--- src/rtl/fifo_wr_arbiter.sv ---
// fifo_wr_arbiter: round-robin arbiter that lets NUM_REQ requesters share a single FIFO write
// port, with packet locking so that a multi-word packet is never interleaved with other traffic.
//
// Ports:
//   clk        - clock, all state updates on the rising edge
//   rst_n      - asynchronous active-low reset
//   req_valid  - per-requester word-present flags
//   req_data   - per-requester words, requester i in bits [i*WIDTH +: WIDTH]
//   req_last   - per-requester end-of-packet flags for the presented word
//   req_ready  - per-requester accept flags (at most one set)
//   fifo_din   - word driven to the FIFO write port (0 when nothing is granted)
//   fifo_wr_en - FIFO write strobe
//   fifo_full  - FIFO full flag; stalls every transfer while high
//   grant      - one-hot selected requester, all-zero when none is selected
//   locked     - high while a multi-word packet owns the FIFO
//
// The data path is purely combinational: an accepted word reaches fifo_din/fifo_wr_en in the
// same cycle it is presented. Only the arbitration state (state, owner, rr pointer) is
// registered.

module fifo_wr_arbiter #(
  parameter int unsigned WIDTH   = 8,
  parameter int unsigned NUM_REQ = 4
) (
  input  logic                     clk,
  input  logic                     rst_n,
  input  logic [NUM_REQ-1:0]       req_valid,
  input  logic [NUM_REQ*WIDTH-1:0] req_data,
  input  logic [NUM_REQ-1:0]       req_last,
  output logic [NUM_REQ-1:0]       req_ready,
  output logic [WIDTH-1:0]         fifo_din,
  output logic                     fifo_wr_en,
  input  logic                     fifo_full,
  output logic [NUM_REQ-1:0]       grant,
  output logic                     locked
);

  localparam int unsigned IdxW = $clog2(NUM_REQ);

  typedef logic [IdxW-1:0] idx_t;

  typedef enum logic [0:0] {
    StIdle,
    StLocked
  } state_e;

  state_e      state_q;
  idx_t        owner_q;
  idx_t        rr_ptr_q;
  logic        locked_q;

  idx_t        sel_idx;
  logic        sel_any;
  logic        sel_last;
  logic        xfer;
  idx_t        next_ptr;
  int unsigned cand;

  // ---------------------------------------------------------------------------------------------
  // Requester selection
  // ---------------------------------------------------------------------------------------------
  // In IDLE, scan from rr_ptr upward (modulo NUM_REQ) and take the first valid requester.
  // In LOCKED, only the owner may be selected; if it has nothing to offer this cycle the
  // arbiter emits a bubble rather than letting anyone else in mid-packet.
  always_comb begin
    sel_idx = '0;
    sel_any = 1'b0;
    cand    = 0;
    if (state_q == StLocked) begin
      sel_idx = owner_q;
      sel_any = req_valid[owner_q];
    end else begin
      for (int unsigned k = 0; k < NUM_REQ; k++) begin
        cand = (32'(rr_ptr_q) + k) % NUM_REQ;
        if (!sel_any && req_valid[idx_t'(cand)]) begin
          sel_any = 1'b1;
          sel_idx = idx_t'(cand);
        end
      end
    end
    // Outputs must read as idle while reset is held, independent of the clock.
    if (!rst_n) begin
      sel_any = 1'b0;
    end
  end

  // ---------------------------------------------------------------------------------------------
  // Grant decode and write-port mux
  // ---------------------------------------------------------------------------------------------
  always_comb begin
    grant    = '0;
    fifo_din = '0;
    for (int unsigned i = 0; i < NUM_REQ; i++) begin
      if (sel_any && (sel_idx == idx_t'(i))) begin
        grant[i] = 1'b1;
        fifo_din = req_data[i*WIDTH +: WIDTH];
      end
    end
  end

  assign req_ready  = grant & {NUM_REQ{~fifo_full}};
  assign fifo_wr_en = |(req_valid & req_ready);
  assign locked     = locked_q;

  // Only the granted requester can be ready, so a write strobe is exactly one transfer.
  assign xfer     = fifo_wr_en;
  assign sel_last = req_last[sel_idx];

  // Explicit wrap keeps the pointer legal for non-power-of-two NUM_REQ.
  assign next_ptr = (sel_idx == idx_t'(NUM_REQ - 1)) ? '0 : sel_idx + idx_t'(1);

  // ---------------------------------------------------------------------------------------------
  // Arbitration state machine
  // ---------------------------------------------------------------------------------------------
  always_ff @(posedge clk or negedge rst_n) begin
    if (!rst_n) begin
      state_q  <= StIdle;
      owner_q  <= '0;
      rr_ptr_q <= '0;
      locked_q <= 1'b0;
    end else if (xfer) begin
      if (sel_last) begin
        // End of packet (or single-word packet): release and move fairness past the winner.
        state_q  <= StIdle;
        locked_q <= 1'b0;
        rr_ptr_q <= next_ptr;
      end else if (state_q == StIdle) begin
        // First word of a multi-word packet: the winner keeps the port until its last word.
        state_q  <= StLocked;
        locked_q <= 1'b1;
        owner_q  <= sel_idx;
      end
      // Non-last word while locked: nothing changes.
    end
  end

`ifndef SYNTHESIS
  // Sanity properties on the arbitration state.
  grant_onehot0_a : assert property (@(posedge clk) disable iff (!rst_n) $onehot0(grant));

  locked_matches_state_a : assert property (
    @(posedge clk) disable iff (!rst_n) locked == (state_q == StLocked)
  );

  owner_stable_a : assert property (
    @(posedge clk) disable iff (!rst_n)
    (state_q == StLocked && !(xfer && sel_last)) |=> (owner_q == $past(owner_q))
  );

  ready_needs_room_a : assert property (
    @(posedge clk) disable iff (!rst_n) fifo_full |-> (req_ready == '0)
  );
`endif

endmodule

--- config.mk ---
export PLATFORM = sky130hd
export DESIGN_NAME = fifo_wr_arbiter
export DESIGN_NICKNAME = d
export VERILOG_FILES = /design/src/rtl/fifo_wr_arbiter.sv
export SDC_FILE = /design/constraint.sdc
export NUM_CORES = 1
export LEC_CHECK = 0
export BUFFER_PORTS_ARGS = -buffer_cell sky130_fd_sc_hd__buf_2
export CAP_MARGIN = 20
export CORE_MARGIN = 2
export CORE_UTILIZATION = 45
export CTS_CLUSTER_DIAMETER = 30
export DETAILED_ROUTE_END_ITERATION = 12
export GPL_TIMING_DRIVEN = 0
export PLACE_DENSITY = 0.86
export SYNTH_ARGS = -nofsm -noshare
export SYNTH_HDL_FRONTEND = slang
export SYNTH_SLANG_ARGS = --single-unit
--- constraint.sdc ---
create_clock -name clk -period 7.29 [get_ports clk]
set_input_delay 0.3645 -clock clk [delete_from_list [all_inputs] [get_ports clk]]
set_output_delay 0.3645 -clock clk [all_outputs]
set_load 0.03 [all_outputs]
==> impl_metrics.yaml <==
critical_path:
  critical_path.endpoint_type: "output port"
  crit_path_cell_trace: "mux2_1 > a221o_1 > o21ai_4 > ha_1 > clkbuf_1 > nor2_1 > a221oi_1 > nor3_1 > a21oi_1 > nor2_1 > buf_2"
  cp_max_fanout: 10
  terminus_of_the_critical_flop_to_flop_path: "rr_ptr_q[1]"
  timing.setup.critical_path_class: "reg2out"
  critical_path_required_ps: 6930
  worst_r2r_startpoint: "rr_ptr_q[1]"
  cp_data_arrival_time_ps: 3230
  critical_path.slowest_cell: "sky130_fd_sc_hd__dfrtp_1"
  reg2reg_setup_slack_ps: 4160
  slowest_delay_ps: 440
  critPathLaunchType: "flip-flop"
  critical-path-top-cell-by-count: "sky130_fd_sc_hd__nor2_1"
  reg2reg_depth: 10
run_status:
  outcome: "complete, no violations"
timing:
  timing.final.crit_period_ps: 3597
  setup-violations-final: 0
  maxClockFrequency_mhz: 278.0
  final_min_period_over_clock_period: 0.4934
  final-max-slew-violation-count: 0
  setup-tns-final_ps: 0
  slew-limit-headroom: 0.6283
  setup_skew_after_layout_ps: 8.372
  worstMarginPinSlew_ps: 555.5
  grt_setup_unrepaired: "no"
  finalWorstSetupSlack_ps: 3693
  hold_ws_ps: 502.6
  number_of_hold_violations_in_the_final_report: 0
route:
  vias_per_cell: 5.441
  routed_wire_length_per_instance_um: 13.88
  initialDrtViolationCount: 52
  via_count: 1159
  totalWireLength_mm: 2.957
  firstDrtPassIters: 4
  post-route-drc-count: 0
  detail-route-antenna-nets: 0
die:
  floorplan.core_area_um2: 1922
  horizontal_die_dimension_um: 48.65
  floorplan.io_pins: 61
  dieHeight_um: 48.65
  die_area_um2: 2367
  fp-row-count: 16
  starting_density_of_the_core: 0.4668
yosys:
  yosys_warnings: 0
  synth-seq-area-share: 0.1674
  post_synth_instance_area_um2: 897.1
  yosys.area.top_type_share: 0.1674
  synth_fp_nets: 169
  synth_top_cell_by_area: "sky130_fd_sc_hd__dfrtp_1"
  leading_cell_types_by_total_area_after_synthesis: "sky130_fd_sc_hd__dfrtp_1 (17%), sky130_fd_sc_hd__nor2_1 (9.6%), sky130_fd_sc_hd__a221oi_1 (7.8%), sky130_fd_sc_hd__a21oi_1 (7.3%), sky130_fd_sc_hd__nor3_1 (6.7%)"
  synth_area_per_cell_um2: 7.353
  yosys_reg_bits: 6
  ys_types: 34
  netlist_instances: 122
clocking:
  cts_sinks: 6
  worst_skew_pair.late_latency_ps: 260
  cts_tree: "built"
  post-cts-setup-buffer-count: 0
  cts.root.buffer_cell: "sky130_fd_sc_hd__clkbuf_4"
  cts_resized: 0
  cts.hold.buffers_added: 1
  worst_setup_hold_path_clk_slew_ps: 50
  ctsLongestPathBuffers: 2
  cts.htree.levels: 1
  number_of_buffers_created_by_cts: 3
final_layout:
  final_common_cell: "sky130_fd_sc_hd__buf_2"
  finish.net_count: 235
  mostFrequentLayoutCells: "sky130_fd_sc_hd__buf_2 (60), sky130_fd_sc_hd__nor2_1 (23), sky130_fd_sc_hd__a21oi_1 (13), sky130_fd_sc_hd__nor3_1 (12), sky130_fd_sc_hd__inv_1 (10)"
  layout.core_utilization: 0.6576
  proportion_of_layout_cells_with_a_drive_suffix_above_1: 0.3925
  insertedDiodeCount: 0
  flow.area_growth_from_synthesis_pct: 40.86
grt:
  antenna_found_initial: 0
  first_global_vias: 1066
  grt_pass1_wl_mm: 4.698
  grt_remaining_overflow: 0
  maximum_number_of_pins_on_one_net_before_global_route_repair: 11
  grtUsageTotal: 0.2526
placement:
  hpwlAfterDp_mm: 2.264
  place_worst_setup_slack_ps: 3962
  routabilityCongestion: 0.8367
  placement.io_buffers: 60
worst_hold_path:
  min-delay-path-class: "in2async"
job:
  cap_viol_max_count: 0
pwr:
  pleak_nw: 0.6540
  power.density_cell_area_nw_per_um2: 435.0
  irDropWorstVdd_uv: 273.8
[registers in the layout, summed over array words and instances, names as in the netlist]
| name | flops |
|---|---|
| owner_q | 2 |
| state_q | 1 |
| rr_ptr_q | 2 |
| locked | 1 |
[worst max-delay path, delay by kind of cell, from the launching register on]
family	cells	cell delay, ps
buf+inv	2	550
fa+ha+maj	1	210
flops	1	440
simple gates	3	390
compound gates	4	1030
mux	1	350
[area by class of cell]
type	count	area, um2
inverter	12	45.04
multi-input combinational	97	668.1
fill	174	658.1
buffer	7	33.78
clock buffer	3	22.52
timing repair buffer	61	310.3
tap	27	33.78
sequential	6	150.1
[routing by layer]
layer,share of wire,global-route usage
met2,0.51,0.4589
met5,0,0
met3,0.042,0.04012
met1,0.44,0.2996
met4,0.010,0.08571
[power breakdown]
group          switching [mW]  internal (mW)
clock network          0.0135         0.0187
logic                   0.291          0.166
registers              0.0125         0.0475
total                   0.317          0.232
[cells in the mapped netlist]
| cell type | instances |
|---|---|
| sky130_fd_sc_hd__nor2_1 | 23 |
| sky130_fd_sc_hd__a21oi_1 | 13 |
| sky130_fd_sc_hd__nor3_1 | 12 |
| sky130_fd_sc_hd__inv_1 | 10 |
| sky130_fd_sc_hd__a221oi_1 | 8 |
| sky130_fd_sc_hd__clkbuf_1 | 6 |
| sky130_fd_sc_hd__dfrtp_1 | 6 |
| sky130_fd_sc_hd__nand2_1 | 6 |
| sky130_fd_sc_hd__ha_1 | 4 |
| sky130_fd_sc_hd__nand4_1 | 3 |
| sky130_fd_sc_hd__o21a_1 | 3 |
| sky130_fd_sc_hd__o21ai_0 | 3 |
| sky130_fd_sc_hd__a22oi_1 | 2 |
| sky130_fd_sc_hd__mux2_1 | 2 |
| sky130_fd_sc_hd__o211ai_4 | 2 |
| sky130_fd_sc_hd__a2111o_1 | 1 |
| sky130_fd_sc_hd__a211o_1 | 1 |
| sky130_fd_sc_hd__a211oi_1 | 1 |
| sky130_fd_sc_hd__a221o_1 | 1 |
| sky130_fd_sc_hd__and3_1 | 1 |
| sky130_fd_sc_hd__and3_4 | 1 |
| sky130_fd_sc_hd__buf_6 | 1 |
| sky130_fd_sc_hd__clkinv_1 | 1 |
| sky130_fd_sc_hd__inv_2 | 1 |
| sky130_fd_sc_hd__mux2_4 | 1 |
| sky130_fd_sc_hd__mux2i_1 | 1 |
| sky130_fd_sc_hd__mux4_1 | 1 |
| sky130_fd_sc_hd__nand2b_1 | 1 |
| sky130_fd_sc_hd__nand3_4 | 1 |
| sky130_fd_sc_hd__nor2b_1 | 1 |
| sky130_fd_sc_hd__nor2b_2 | 1 |
| sky130_fd_sc_hd__o21ai_4 | 1 |
| sky130_fd_sc_hd__or2b_2 | 1 |
| sky130_fd_sc_hd__or4_1 | 1 |
[worst max path at each step]
stage	to	from	depth (start not counted)
2_1_floorplan	req_ready[3]	rr_ptr_q[1]	8
3_3_place_gp	fifo_din[1]	req_valid[2]	14
3_5_place_dp	fifo_din[7]	req_valid[2]	14
4_1_cts	fifo_din[7]	rr_ptr_q[1]	11
5_1_grt	fifo_din[3]	rr_ptr_q[1]	11
6_report	fifo_din[1]	rr_ptr_q[1]	11
[metrics by stage]
stage                     std cells  power, mW  cell area [um2]
after floorplan                 122     0.4090            897.1
after global placement          209     0.4955             1231
after detailed placement        209     0.5117             1231
after CTS                       213     0.5471             1264
after global routing            213     0.5963             1264
final                           213     0.5497             1264
[cell families after synthesis]
group | Yosys count | synth area share
fa+ha+maj | 4 | 0.05579
simple gates | 52 | 0.2901
flops | 6 | 0.1674
mux | 5 | 0.08229
compound gates | 36 | 0.3166
buf+inv | 19 | 0.08786
Power figures use the tool's default switching activity.
